[config.mk]
export PLATFORM = sky130hd
export DESIGN_NAME = vt_term_writer
export DESIGN_NICKNAME = d
export VERILOG_FILES = /design/src/rtl/vt_term_pkg.sv /design/src/rtl/vt_wb_master.sv /design/src/rtl/vt_term_writer.sv
export SDC_FILE = /design/constraint.sdc
export NUM_CORES = 1
export LEC_CHECK = 0
export BUFFER_PORTS_ARGS = -buffer_cell sky130_fd_sc_hd__buf_2
export CORE_AREA = 8 8 79 150
export DETAILED_ROUTE_END_ITERATION = 8
export DIE_AREA = 0 0 87 158
export PLACE_DENSITY = 0.71
export SETUP_SLACK_MARGIN = 0.4
export SLEW_MARGIN = 0
export SYNTH_ARGS = -nofsm -noshare
export SYNTH_HDL_FRONTEND = slang
export SYNTH_SLANG_ARGS = --single-unit
export TNS_END_PERCENT = 5
[constraint.sdc]
create_clock -name wb_clk_i -period 2.5 [get_ports wb_clk_i]
set_clock_uncertainty 0.2 [all_clocks]
set_input_delay 0 -clock wb_clk_i [delete_from_list [all_inputs] [get_ports wb_clk_i]]
set_output_delay 0 -clock wb_clk_i [all_outputs]
set_load 0.01 [all_outputs]
[src/rtl/vt_term_pkg.sv]
// Shared state encoding, control codes and screen geometry for the VT terminal writer.
// VT_TERM_ESC_EN adds the escape-sequence states to the state enum.
package vt_term_pkg;

  localparam int unsigned TEXT_START = 80;
  localparam int unsigned TEXT_END   = 1999;
  localparam int unsigned ROW_BYTES  = 80;
  localparam int unsigned OFF_W      = 11;
  localparam int unsigned BOFF_W     = 12;

  localparam logic [7:0] CH_BS  = 8'h08;
  localparam logic [7:0] CH_LF  = 8'h0A;
  localparam logic [7:0] CH_FF  = 8'h0C;
  localparam logic [7:0] CH_CR  = 8'h0D;
  localparam logic [7:0] CH_ESC = 8'h1B;
  localparam logic [7:0] CH_Y   = 8'h59;

  typedef enum logic [3:0] {
    ST_IDLE,
    ST_PUT,
    ST_NEWLINE,
    ST_SCR_RD,
    ST_SCR_WR,
    ST_FILL,
    ST_CLEAR
`ifdef VT_TERM_ESC_EN
    ,
    ST_ESC,
    ST_ESC_R,
    ST_ESC_C
`endif
  } state_t;

endpackage

[src/rtl/vt_wb_master.sv]
// Single-transfer Wishbone master: one request at a time, with an idle cycle
// forced after every ack so the slave never sees a held strobe.
module vt_wb_master (
  input  logic        wb_clk_i,
  input  logic        wb_rst_i,
  input  logic        req,
  input  logic [15:0] req_adr,
  input  logic [15:0] req_dat,
  input  logic        req_we,
  input  logic [1:0]  req_sel,
  output logic        done,
  output logic [15:0] rd_dat,
  output logic [15:0] wb_adr_o,
  output logic [15:0] wb_dat_o,
  input  logic [15:0] wb_dat_i,
  output logic        wb_we_o,
  output logic [1:0]  wb_sel_o,
  output logic        wb_cyc_o,
  output logic        wb_stb_o,
  input  logic        wb_ack_i
);

  // done doubles as the gap cycle: a request still asserted while done is high is stale.
  always_ff @(posedge wb_clk_i or posedge wb_rst_i) begin
    if (wb_rst_i) begin
      wb_adr_o <= '0;
      wb_dat_o <= '0;
      wb_we_o  <= 1'b0;
      wb_sel_o <= '0;
      wb_cyc_o <= 1'b0;
      wb_stb_o <= 1'b0;
      done     <= 1'b0;
      rd_dat   <= '0;
    end else begin
      done <= 1'b0;
      if (wb_cyc_o) begin
        if (wb_ack_i) begin
          wb_cyc_o <= 1'b0;
          wb_stb_o <= 1'b0;
          wb_we_o  <= 1'b0;
          done     <= 1'b1;
          rd_dat   <= wb_dat_i;
        end
      end else if (req && !done) begin
        wb_adr_o <= req_adr;
        wb_dat_o <= req_dat;
        wb_we_o  <= req_we;
        wb_sel_o <= req_sel;
        wb_cyc_o <= 1'b1;
        wb_stb_o <= 1'b1;
      end
    end
  end

endmodule

[src/rtl/vt_term_writer.sv]
// Character-stream terminal engine writing glyphs into a text-mode screen buffer over Wishbone.
// Define VT_TERM_ESC_EN to add VT52 direct cursor addressing (ESC 'Y' row col).
module vt_term_writer
  import vt_term_pkg::*;
#(
  parameter logic [15:0] BASE_ADR  = 16'h0000,
  parameter int unsigned COLS      = 80,
  parameter int unsigned FIRST_ROW = 1,
  parameter int unsigned LAST_ROW  = 24,
  parameter logic [7:0]  BLANK     = 8'h20
) (
  input  logic        wb_clk_i,
  input  logic        wb_rst_i,
  input  logic [7:0]  char_i,
  input  logic        char_valid_i,
  output logic        char_ready_o,
  output logic [15:0] wb_adr_o,
  output logic [15:0] wb_dat_o,
  input  logic [15:0] wb_dat_i,
  output logic        wb_we_o,
  output logic [1:0]  wb_sel_o,
  output logic        wb_cyc_o,
  output logic        wb_stb_o,
  input  logic        wb_ack_i,
  output logic [12:0] cursor,
  output logic        busy_o
);

  localparam int unsigned ROW_W = $clog2(LAST_ROW + 1);
  localparam int unsigned COL_W = $clog2(COLS);
  localparam logic [ROW_W-1:0] ROW_FIRST = ROW_W'(FIRST_ROW);
  localparam logic [ROW_W-1:0] ROW_LAST  = ROW_W'(LAST_ROW);
  localparam logic [COL_W-1:0] COL_LAST  = COL_W'(COLS - 1);
  // Word-granular offsets: clear start, last scroll destination, fill start, last text word.
  localparam logic [OFF_W-1:0] CLR_FIRST  = OFF_W'(TEXT_START / 2);
  localparam logic [OFF_W-1:0] SCR_LAST   = OFF_W'((TEXT_END + 1 - ROW_BYTES) / 2 - 1);
  localparam logic [OFF_W-1:0] FILL_FIRST = OFF_W'((TEXT_END + 1 - ROW_BYTES) / 2);
  localparam logic [OFF_W-1:0] FILL_LAST  = OFF_W'((TEXT_END - 1) / 2);

  state_t             state;
  logic [ROW_W-1:0]   row;
  logic [COL_W-1:0]   col;
  logic [OFF_W-1:0]   off;
  logic [7:0]         ch;
  logic               accept;

  logic               bus_req;
  logic               bus_we;
  logic [BOFF_W-1:0]  bus_off;
  logic [15:0]        bus_adr;
  logic [15:0]        bus_dat;
  logic [1:0]         bus_sel;
  logic               bus_done;
  logic [15:0]        bus_rd_dat;

  assign accept = char_valid_i & char_ready_o;
  assign cursor = 13'(row) * 13'(COLS) + 13'(col);

`ifdef VT_TERM_ESC_EN
  function automatic logic [ROW_W-1:0] esc_row(input logic [7:0] v);
    int unsigned r;
    if (v < 8'h20) return ROW_FIRST;
    r = 32'(v) - 32'h20 + FIRST_ROW;
    return (r > LAST_ROW) ? ROW_LAST : ROW_W'(r);
  endfunction

  function automatic logic [COL_W-1:0] esc_col(input logic [7:0] v);
    if (v < 8'h20) return '0;
    return ((32'(v) - 32'h20) > (COLS - 1)) ? COL_LAST : COL_W'(v - 8'h20);
  endfunction
`endif

  // Bus request decode from the current state and offset counter.
  always_comb begin
    bus_req = 1'b0;
    bus_we  = 1'b1;
    bus_off = {off, 1'b0};
    bus_dat = {BLANK, BLANK};
    case (state)
      ST_PUT: begin
        bus_req = 1'b1;
        bus_off = BOFF_W'(cursor);
        bus_dat = {ch, ch};
      end
      ST_SCR_RD: begin
        bus_req = 1'b1;
        bus_we  = 1'b0;
        bus_off = {off, 1'b0} + BOFF_W'(ROW_BYTES);
      end
      ST_SCR_WR: begin
        bus_req = 1'b1;
        bus_dat = bus_rd_dat;
      end
      ST_FILL, ST_CLEAR: bus_req = 1'b1;
      default: ;
    endcase
    bus_adr = BASE_ADR + 16'(bus_off);
    bus_sel = (state == ST_PUT) ? (bus_adr[0] ? 2'b10 : 2'b01) : 2'b11;
  end

  always_ff @(posedge wb_clk_i or posedge wb_rst_i) begin
    if (wb_rst_i) begin
      state        <= ST_CLEAR;
      row          <= ROW_FIRST;
      col          <= '0;
      off          <= CLR_FIRST;
      ch           <= '0;
      char_ready_o <= 1'b0;
      busy_o       <= 1'b1;
    end else begin
      case (state)
        ST_IDLE: begin
          if (accept) begin
            ch <= char_i;
            if (char_i >= 8'h20) begin
              state        <= ST_PUT;
              char_ready_o <= 1'b0;
            end else begin
              case (char_i)
                CH_CR: col <= '0;
                CH_LF: begin
                  state        <= ST_NEWLINE;
                  char_ready_o <= 1'b0;
                end
                CH_BS: if (col != '0) col <= col - 1'b1;
                CH_FF: begin
                  state        <= ST_CLEAR;
                  off          <= CLR_FIRST;
                  char_ready_o <= 1'b0;
                  busy_o       <= 1'b1;
                end
`ifdef VT_TERM_ESC_EN
                CH_ESC: state <= ST_ESC;
`endif
                default: ;
              endcase
            end
          end
        end
        ST_PUT: begin
          if (bus_done) begin
            if (col < COL_LAST) begin
              col          <= col + 1'b1;
              state        <= ST_IDLE;
              char_ready_o <= 1'b1;
            end else begin
              col   <= '0;
              state <= ST_NEWLINE;
            end
          end
        end
        ST_NEWLINE: begin
          if (row < ROW_LAST) begin
            row          <= row + 1'b1;
            state        <= ST_IDLE;
            char_ready_o <= 1'b1;
          end else begin
            off    <= CLR_FIRST;
            state  <= ST_SCR_RD;
            busy_o <= 1'b1;
          end
        end
        ST_SCR_RD: if (bus_done) state <= ST_SCR_WR;
        ST_SCR_WR: begin
          if (bus_done) begin
            if (off == SCR_LAST) begin
              off   <= FILL_FIRST;
              state <= ST_FILL;
            end else begin
              off   <= off + 1'b1;
              state <= ST_SCR_RD;
            end
          end
        end
        ST_FILL, ST_CLEAR: begin
          if (bus_done) begin
            if (off == FILL_LAST) begin
              if (state == ST_CLEAR) begin
                row <= ROW_FIRST;
                col <= '0;
              end
              state        <= ST_IDLE;
              busy_o       <= 1'b0;
              char_ready_o <= 1'b1;
            end else begin
              off <= off + 1'b1;
            end
          end
        end
`ifdef VT_TERM_ESC_EN
        // Escape states keep ready high; each consumes exactly one byte.
        ST_ESC: if (accept) state <= (char_i == CH_Y) ? ST_ESC_R : ST_IDLE;
        ST_ESC_R: begin
          if (accept) begin
            ch    <= char_i;
            state <= ST_ESC_C;
          end
        end
        ST_ESC_C: begin
          if (accept) begin
            row   <= esc_row(ch);
            col   <= esc_col(char_i);
            state <= ST_IDLE;
          end
        end
`endif
        default: begin
          state        <= ST_IDLE;
          char_ready_o <= 1'b1;
          busy_o       <= 1'b0;
        end
      endcase
    end
  end

  vt_wb_master u_wb (
    .wb_clk_i (wb_clk_i),
    .wb_rst_i (wb_rst_i),
    .req      (bus_req),
    .req_adr  (bus_adr),
    .req_dat  (bus_dat),
    .req_we   (bus_we),
    .req_sel  (bus_sel),
    .done     (bus_done),
    .rd_dat   (bus_rd_dat),
    .wb_adr_o (wb_adr_o),
    .wb_dat_o (wb_dat_o),
    .wb_dat_i (wb_dat_i),
    .wb_we_o  (wb_we_o),
    .wb_sel_o (wb_sel_o),
    .wb_cyc_o (wb_cyc_o),
    .wb_stb_o (wb_stb_o),
    .wb_ack_i (wb_ack_i)
  );

endmodule

==> impl_metrics.tcl, run 1 <==
set metrics [dict create \
    antenna_cells 0 \
    numCtsBuffers 9 \
    synth_area_sq_mm 0.004975 \
    synth-main-ff-cell "dfrtp_1" \
    numPlacedInstances 756 \
    timing.fmax_ghz 0.3730 \
    slowest_stage "dfrtp_1" \
    clockBufferDepth 2 \
    intPower_uw 4885 \
    status "finished, violations left" \
    preCtsSetupSlack_ns 0.01392 \
    coreArea_sq_mm 0.009955 \
    holdPathStages 6 \
    max_stage_delay_ns 0.39 \
    holdCritStartpoint "char_i[7]" \
    ys_async_sr_fraction_pct 100.0 \
    overflow 0 \
    max_cap_viol_count 0 \
    layout_setup_ws_ns -0.1809 \
    reg2reg_to "u_wb.wb_adr_o[11]" \
    synth_edf_count 0 \
    startpoint_type "register" \
    port_buffers 74 \
    power.share.switching_pct 43.03 \
    die_w_um 87 \
    gp_congestion 0.9036 \
    drtIter0Drc 288 \
    ios 80 \
    drtPass1Iterations 4 \
    yosys_warnings 0 \
    dp_hpwl_um 9656 \
    path_cells "ha_1 > ha_2 > fa_2 > nor2b_2 > or2_4 > o2111ai_2 > xnor2_1 > buf_2" \
    ys_ff_latch 86 \
    synth_area_leaders "dfrtp_1 (40%), mux2_2 (5.7%), nor2_1 (4.8%), ha_1 (4.0%), nand2_1 (3.8%)" \
    grt_pass1_vias 4697 \
    layout-drive-gt1-share_pct 41.17 \
    initial_core_util_pct 49.97 \
    pwr-share-seq_pct 29.8 \
    grt_pass1_wl_um 22810 \
    vias 4660 \
    violations "negative setup slack" \
    viasPerCell 5.803 \
    syn_to_final_growth_pct 38.86 \
    setup_violations 6 \
    ys_types 66 \
    min_to "state[0]" \
    drc 0 \
    yosysTopAreaCell "dfrtp_1" \
    hold_ws_ns 0.03988 \
    reg2reg_slack_ns -0.04 \
    power_leakage_uw 0.003037 \
    synth_top_area_share_pct 40.24 \
    timing_worst_setup_path_type "reg -> out" \
    fp.dieArea_sq_mm 0.01375 \
    synth_common_cells "dfrtp_1 (80), nor2_1 (63), nand2_1 (51)" \
    synth_seq_area_share_pct 43.41 \
    combPwrFrac_pct 54.1 \
    period_needed_ns 2.681 \
    crit_fanout 3 \
    ir_drop_mv 1.072 \
    clock_sinks 86 \
    antenna_found_initial 0 \
    postRouteAntennaNets 0 \
    tightest_slew_ns 0.5009 \
    die_height_um 158 \
    fin_tns_setup_ns -0.5319 \
    fin_area_sq_mm 0.006908 \
    maxSlewHeadroom_pct 66.61 \
    nNetsFinal 709 \
    hp-class "in -> reg" \
    clk-insertion-delay-late_ns 0.34 \
    rsz0062_at_grt "yes" \
    cts_max_level 3 \
    worstRegToRegCells 10 \
    power_frac_clock_pct 16.1 \
    rows 52 \
    wirelength_um 14520 \
    hold_viol_final 0 \
    cp-end-kind "primary output" \
    layout.cells.non_filler 803 \
    place_area_sq_mm 0.005720 \
    cts_tree "yes" \
    slew_viol_final 0 \
    power.density_mw_per_mm2 1241 \
    cp.arrival_ns 2.48 \
    synth_cells 539 \
    period_share_pct 107.2 \
    crit_required_ns 2.30 \
    track_usage_pct 21.09 \
    wl_per_cell_um 18.08 \
    power.net_switching_uw 3690 \
    synth.most_common_cell "dfrtp_1" \
    grt_max_degree 87 \
    clock-root-buffer "clkbuf_16" \
    clkTransAtPathRegs_ns 0.06 \
    synth_area_per_cell_sq_um 9.230 \
    worstReg2RegStart "row[3]" \
]
[per-layer routing]
metal  up-vias  share of wire, %  routed length, um  track usage, %
met5         -                 0                  0               0
met4         0               2.1                309           9.926
met3        19               5.0                721           4.368
met2       143                52               7618           35.30
met1      2294                40               5866           24.96
li1       2204                 -                  -               -
[how the worst max path moves through the flow]
stage,startpoint,endpoint,depth (start not counted)
final,row[3],cursor[10],8
after floorplan,row[3],u_wb.wb_adr_o[9],8
after detailed placement,row[3],u_wb.wb_adr_o[9],8
after global routing,row[3],cursor[11],10
after global placement,row[3],u_wb.wb_adr_o[11],8
after CTS,row[1],cursor[10],8
[per-stage QoR]
stage          power [uW]  util, %
4_1_cts              8048    65.77
3_3_place_gp         6218    57.47
2_1_floorplan        4947        -
5_1_grt              9178    69.39
3_5_place_dp         6314    57.47
6_report             8576    69.39
[critical path: cells and delay by family (launching register included)]
kind | cells | cell delay, ns
xor+xnor | 1 | 0.22
simple gates | 2 | 0.34
flops | 1 | 0.39
compound gates | 1 | 0.14
fa+ha+maj | 3 | 0.89
buf+inv | 1 | 0.17
[kinds of logic after synthesis]
logic type	Yosys count	synth area share [%]
AO/OA/AOI/OAI	146	19.67
XOR/XNOR	9	1.585
adder cells (fa/ha/maj)	19	5.030
buffers and inverters	63	6.061
flip-flops	86	43.41
multiplexers	26	5.860
other	1	0.07538
AND/OR/NAND/NOR	189	18.31
[area by class of cell]
| type | instances | area, sq um |
|---|---|---|
| multi-input cells | 394 | 3079 |
| fillers | 746 | 3047 |
| flip-flops and latches | 86 | 2166 |
| repair buffers | 153 | 1112 |
| clock buffers | 9 | 225.2 |
| well taps | 135 | 168.9 |
| clock inverters | 7 | 81.33 |
| inverters | 19 | 75.07 |
[cell usage in the layout (no fill, tap or decap), drive strengths merged, types with 7 or more instances in the layout]
cell type	Yosys	routed
a21oi	25	25
a221oi	19	19
a31oi	13	13
and3	7	7
buf	20	126
clkbuf	24	10
dfrtp	80	80
dlygate4sd3	0	26
ha	16	16
inv	19	21
mux2	25	25
nand2	51	51
nand3	16	16
nor2	63	63
nor2b	7	7
nor3	13	13
o21ai	36	36
o22ai	7	7
o31ai	7	7
[power by group through the flow]
stage,combinational (uW),sequential [uW],clock [uW]
2_1_floorplan,2490,2460,0
3_3_place_gp,3780,2430,0
3_5_place_dp,3860,2450,0
4_1_cts,4180,2470,1400
5_1_grt,5080,2640,1450
6_report,4640,2550,1380
[registers in the layout (all words and copies together) (netlist names)]
register	cells
busy_o	1
ch	8
char_ready_o	1
col	7
off	11
row	5
state	3
u_wb.done	1
u_wb.rd_dat	16
u_wb.wb_adr_o	12
u_wb.wb_cyc_o	1
u_wb.wb_dat_o	16
u_wb.wb_sel_o	2
u_wb.wb_stb_o	1
u_wb.wb_we_o	1
[what timing repair did]
item / CTS / global route
setup buffers: 2 / 3
hold endpoints to repair: 115 / 0
pin swaps: 30 / 41
resized for setup: 57 / 68
setup endpoints to repair: 47 / 54
hold buffers: 26 / 0
Power figures use the tool's default switching activity.
==> inputs of run 2 (changes only) <==
- SETUP_SLACK_MARGIN: 0.4 -> 0.1
==> run 2 against run 1 <==
The flow still finishes with violations (negative setup slack). First-iteration DRC count up 21%. Combinational power decreased by 13%. Maximum frequency grew 0.85%. Clock power about the same. Hold slack better by 0.071 ns. Critical path depth is the same. Via count down 2.0%. Clock-buffer cell count unchanged. Sequential share of layout area up 2.5 points. Non-clock buffer count down 1. Power down 8.3%. Critical path type unchanged.
==> impl_metrics.tcl, run 2 (synthesized netlist as in run 1, its figures left out) <==
set metrics [dict create \
    grt_pass1_wl_um 22460 \
    port_buffers 74 \
    wirelength_um 13740 \
    drtIter0Drc 349 \
    postRouteAntennaNets 0 \
    timing_worst_setup_path_type "reg -> out" \
    path_cells "ha_1 > ha_2 > fa_2 > nor2b_2 > or2_4 > o2111ai_2 > xnor2_1 > buf_2" \
    power.share.switching_pct 41.89 \
    track_usage_pct 20.80 \
    pwr-share-seq_pct 31.1 \
    place_area_sq_mm 0.005720 \
    dp_hpwl_um 9656 \
    crit_family "adder cells" \
    mostFrequentLayoutCells "dfrtp_1 (78), buf_2 (73), nor2_1 (61)" \
    ios 80 \
    maxSlewHeadroom_pct 64.48 \
    power_leakage_uw 0.002898 \
    top_layer_used "met4" \
    regArea_sq_mm 0.002162 \
    die_height_um 158 \
    nNetsFinal 708 \
    layout-drive-gt1-share_pct 30.58 \
    intPower_uw 4568 \
    period_needed_ns 2.658 \
    setup_violations 5 \
    top_regs "u_wb.rd_dat: 16 flops, u_wb.wb_dat_o: 16 flops, u_wb.wb_adr_o: 12 flops" \
    drt-met1-wl_um 5611 \
    numCtsBuffers 9 \
    grt_max_degree 87 \
    fin_area_sq_mm 0.006389 \
    combPwrFrac_pct 51.4 \
    wl_met2_um 7021 \
    startpoint_type "register" \
    fp.dieArea_sq_mm 0.01375 \
    reg2reg_slack_ns -0.04 \
    crit_required_ns 2.30 \
    power_frac_clock_pct 17.5 \
    preCtsSetupSlack_ns 0.01392 \
    ir_drop_mv 0.9384 \
    antenna_found_initial 0 \
    slowest_stage "dfrtp_1" \
    coreArea_sq_mm 0.009955 \
    slew_viol_final 0 \
    clock_sinks 86 \
    clock-root-buffer "clkbuf_16" \
    hold_viol_final 0 \
    numPlacedInstances 756 \
    layout.cells.non_filler 802 \
    drc 0 \
    initial_core_util_pct 49.97 \
    clockBufferDepth 2 \
    rsz0062_at_grt "yes" \
    max_stage_delay_ns 0.38 \
    status "finished, violations left" \
    crit_fanout 3 \
    max_cap_viol_count 0 \
    antenna_cells 0 \
    cts_tree "yes" \
    drtPass1Iterations 5 \
    cp.arrival_ns 2.46 \
    rows 52 \
    path_buf_inv 1 \
    gp_congestion 0.9036 \
    multiInputGateArea_sq_mm 0.002636 \
    viasPerCell 5.692 \
    tightest_slew_ns 0.5293 \
    grt_pass1_vias 4632 \
    clk-insertion-delay-late_ns 0.34 \
    power.net_switching_uw 3292 \
    overflow 0 \
    period_share_pct 106.3 \
    wl_met3_um 690 \
    wl_per_cell_um 17.13 \
    cp-end-kind "primary output" \
    fillers 831 \
    syn_to_final_growth_pct 28.42 \
    hp-class "in -> reg" \
    timing.fmax_ghz 0.3762 \
    clkTransAtPathRegs_ns 0.07 \
    power.density_mw_per_mm2 1230 \
    die_w_um 87 \
    cts_max_level 3 \
    layout_setup_ws_ns -0.1583 \
    vias 4565 \
    final_common_cell "dfrtp_1" \
    violations "negative setup slack" \
]
## run 2: tightest hold or removal path: stages
cell     delay (ns)
buf_2          0.09
nand2_1        0.08
nor2b_1        0.11
buf_4          0.18
mux2_2         0.16
## run 2: per-stage QoR
step           utilization [%]  hold slack [ns]  power (uW)  setup TNS (ns)
2_1_floorplan                -          -0.1036        4947               0
3_3_place_gp             57.47         -0.03455        6218               0
3_5_place_dp             57.47         -0.03653        6314               0
4_1_cts                  63.59          0.09323        7815         -0.3044
5_1_grt                  64.18           0.1458        8454         -0.9913
6_report                 64.18           0.1106        7860         -0.4445
## run 2: path summary, 6_finish.rpt
path | endpoint | start | cells past startpoint
max | cursor[10] | row[3] | 8
min | ch[2] | char_valid_i | 5
max reg2reg | u_wb.wb_adr_o[11] | row[3] | 10
min reg2reg | u_wb.wb_adr_o[0] | u_wb.wb_adr_o[0] | 2
max in group asynchronous | row[0] | wb_rst_i | 4
min in group asynchronous | u_wb.wb_dat_o[10] | wb_rst_i | 4
## run 2: layer usage
metal	up-vias	GRT usage (%)
met5	-	0
met4	0	9.677
met3	31	4.264
met2	137	34.86
met1	2216	24.64
li1	2181	-
## run 2: cell type report
type                    instances  share of cell area, %
clock buffers                   9                  3.525
flip-flops and latches         86                  33.84
clock inverters                 7                  1.273
well taps                     135                  2.644
inverters                      19                  1.175
multi-input cells             394                  41.27
repair buffers                152                  16.28
## run 2: repair_timing
action                                 4_1_cts  5_1_grt
endpoints found under the hold margin      115        0
hold buffers                                26        0
setup endpoints to repair                    9       20
buffers inserted                             2        2
pin swaps                                    2        4
gates resized for setup                      6       11
## run 2: power by group through the flow
stage                     sequential [uW]  combinational, uW  clock (uW)
after floorplan                      2460               2490           0
after global placement               2430               3780           0
after detailed placement             2450               3860           0
after CTS                            2430               3980        1400
after global routing                 2530               4470        1450
final                                2450               4040        1370
==> inputs of run 3 (changes only) <==
- SKIP_LAST_GASP: unset -> 1
==> run 3 against run 2 <==
The run still ends with negative setup slack left. Critical endpoint unchanged. Routed wire length down 0.18%. Worst setup slack worse by 0.0078 ns. Register-to-register slack about the same. Critical path depth unchanged. Global-route usage about the same. Sequential power about the same. Core utilization down 0.47 points. Non-clock buffer count unchanged.
==> impl_metrics.tcl, run 3 (synthesized netlist as in run 1, its figures left out) <==
set metrics [dict create \
    status "finished, violations left" \
    cts_tree "yes" \
    initial_core_util_pct 49.97 \
    die_w_um 87 \
    vias 4611 \
    combPwrFrac_pct 51.1 \
    antenna_cells 0 \
    pwr-share-seq_pct 31.3 \
    mostFrequentLayoutCells "dfrtp_1 (79), buf_2 (74), nor2_1 (61)" \
    slowest_stage "dfrtp_1" \
    fp.dieArea_sq_mm 0.01375 \
    die_height_um 158 \
    tightest_slew_ns 0.5302 \
    worstRegToRegCells 10 \
    power_leakage_uw 0.002888 \
    slew_viol_final 0 \
    grt_pass1_wl_um 22460 \
    fin_tns_setup_ns -0.5393 \
    ios 80 \
    reg2reg_to "u_wb.wb_adr_o[11]" \
    power.share.switching_pct 41.88 \
    period_share_pct 106.6 \
    startpoint_type "register" \
    holdCritStartpoint "char_valid_i" \
    postRouteAntennaNets 0 \
    drtIter0Drc 331 \
    holdPathStages 5 \
    intPower_uw 4530 \
    period_needed_ns 2.666 \
    path_cells "ha_1 > ha_2 > fa_2 > nor2b_2 > or2_4 > o2111ai_2 > xnor2_1 > buf_2" \
    setup_violations 6 \
    overflow 0 \
    violations "negative setup slack" \
    clkTransAtPathRegs_ns 0.07 \
    wirelength_um 13710 \
    final_common_cell "dfrtp_1" \
    max_stage_delay_ns 0.38 \
    grt_pass1_vias 4616 \
    hold_viol_final 0 \
    viasPerCell 5.749 \
    layout-drive-gt1-share_pct 29.39 \
    cp.arrival_ns 2.47 \
    grt.busiest_layer "met2" \
    drc 0 \
    clock-root-buffer "clkbuf_16" \
    nNetsFinal 708 \
    coreArea_sq_mm 0.009955 \
    timing_worst_setup_path_type "reg -> out" \
    syn_to_final_growth_pct 27.49 \
    dp_hpwl_um 9656 \
    global_route.usage.met1_pct 24.71 \
    rsz0062_at_grt "yes" \
    multiInputGateArea_sq_mm 0.002597 \
    grt.met2_usage_pct 34.75 \
    grt_use_met3_pct 4.732 \
    drtPass1Iterations 5 \
    clock_sinks 86 \
    crit_fanout 3 \
    clk-insertion-delay-late_ns 0.34 \
    cp-end-kind "primary output" \
    antenna_found_initial 0 \
    fillers 837 \
    power_frac_clock_pct 17.6 \
    worstReg2RegStart "row[3]" \
    rows 52 \
    min_to "ch[2]" \
    ir_drop_mv 0.9316 \
    power.density_mw_per_mm2 1229 \
    wl_per_cell_um 17.10 \
    maxSlewHeadroom_pct 64.42 \
    port_buffers 74 \
    regArea_sq_mm 0.002161 \
    grt_max_degree 87 \
    numCtsBuffers 9 \
    top_regs "u_wb.rd_dat: 16 flops, u_wb.wb_dat_o: 16 flops, u_wb.wb_adr_o: 12 flops" \
    max_cap_viol_count 0 \
    track_usage_pct 20.81 \
    hp-class "in -> reg" \
    timing.fmax_ghz 0.3751 \
    clockBufferDepth 2 \
    preCtsSetupSlack_ns 0.01392 \
    cts_max_level 3 \
    reg2reg_slack_ns -0.05 \
    power.net_switching_uw 3264 \
    crit_required_ns 2.30 \
    layout_setup_ws_ns -0.1662 \
    gp_congestion 0.9036 \
]
## run 3: cell counts in the layout (fill, tap and decap cells not counted)
No cell type changed its count.
## run 3: per-stage QoR
step / hold WS (ns) / area, sq um / total power (uW) / instances / utilization (%)
after floorplan: -0.1036 / 5036 / 4947 / 543 / -
after global placement: -0.03455 / 5720 / 6218 / 756 / 57.47
after detailed placement: -0.03653 / 5720 / 6314 / 756 / 57.47
after CTS: 0.09323 / 6311 / 7781 / 800 / 63.40
after global routing: 0.1434 / 6342 / 8391 / 802 / 63.71
final: 0.1149 / 6342 / 7794 / 802 / 63.71
## run 3: routing by layer
layer / part of all wire, % / vias up
li1: - / 2183
met1: 40 / 2248
met2: 51 / 146
met3: 5.6 / 34
met4: 3.0 / 0
met5: 0 / -
## run 3: how the worst max path moves through the flow
stage / cells past startpoint / end / slack (ns) / start
3_3_place_gp: 8 / u_wb.wb_adr_o[11] / 0.08 / row[3]
5_1_grt: 10 / cursor[11] / -0.28 / row[3]
4_1_cts: 8 / cursor[10] / -0.12 / row[1]
3_5_place_dp: 8 / u_wb.wb_adr_o[9] / 0.01 / row[3]
6_report: 8 / cursor[10] / -0.17 / row[3]
2_1_floorplan: 8 / u_wb.wb_adr_o[9] / 0.04 / row[3]
## run 3: critical path, delay by kind of cell (launching register included)
family,cells,cell delay [ns]
AOI/OAI and AO/OA,1,0.11
xor gates and xnor gates,1,0.16
adders and majority gates,3,0.88
buffers and inverters,1,0.16
DFF,1,0.38
and+or+nand+nor,2,0.44
## run 3: timing repair
item | CTS | global route
pin swaps | 2 | 2
gates resized for setup | 2 | 3
hold buffers | 26 | 0
endpoints found under the setup margin | 9 | 22
hold endpoints to repair | 115 | 0
buffers inserted | 2 | 2
## run 3: power by group through the flow
stage | Clock, uW | Combinational (uW) | Sequential [uW]
floorplan | 0 | 2490 | 2460
CTS | 1400 | 3950 | 2430
finish | 1370 | 3980 | 2440
detailed placement | 0 | 3860 | 2450
global placement | 0 | 3780 | 2430
global route | 1460 | 4410 | 2530
## run 3: layout make-up
cell class / count / share of cell area (%)
flip-flops and latches: 86 / 34.07
clock buffers: 9 / 3.551
clock inverters: 7 / 1.282
inverters: 19 / 1.184
multi-input cells: 394 / 40.95
well taps: 135 / 2.663
repair buffers: 152 / 16.30
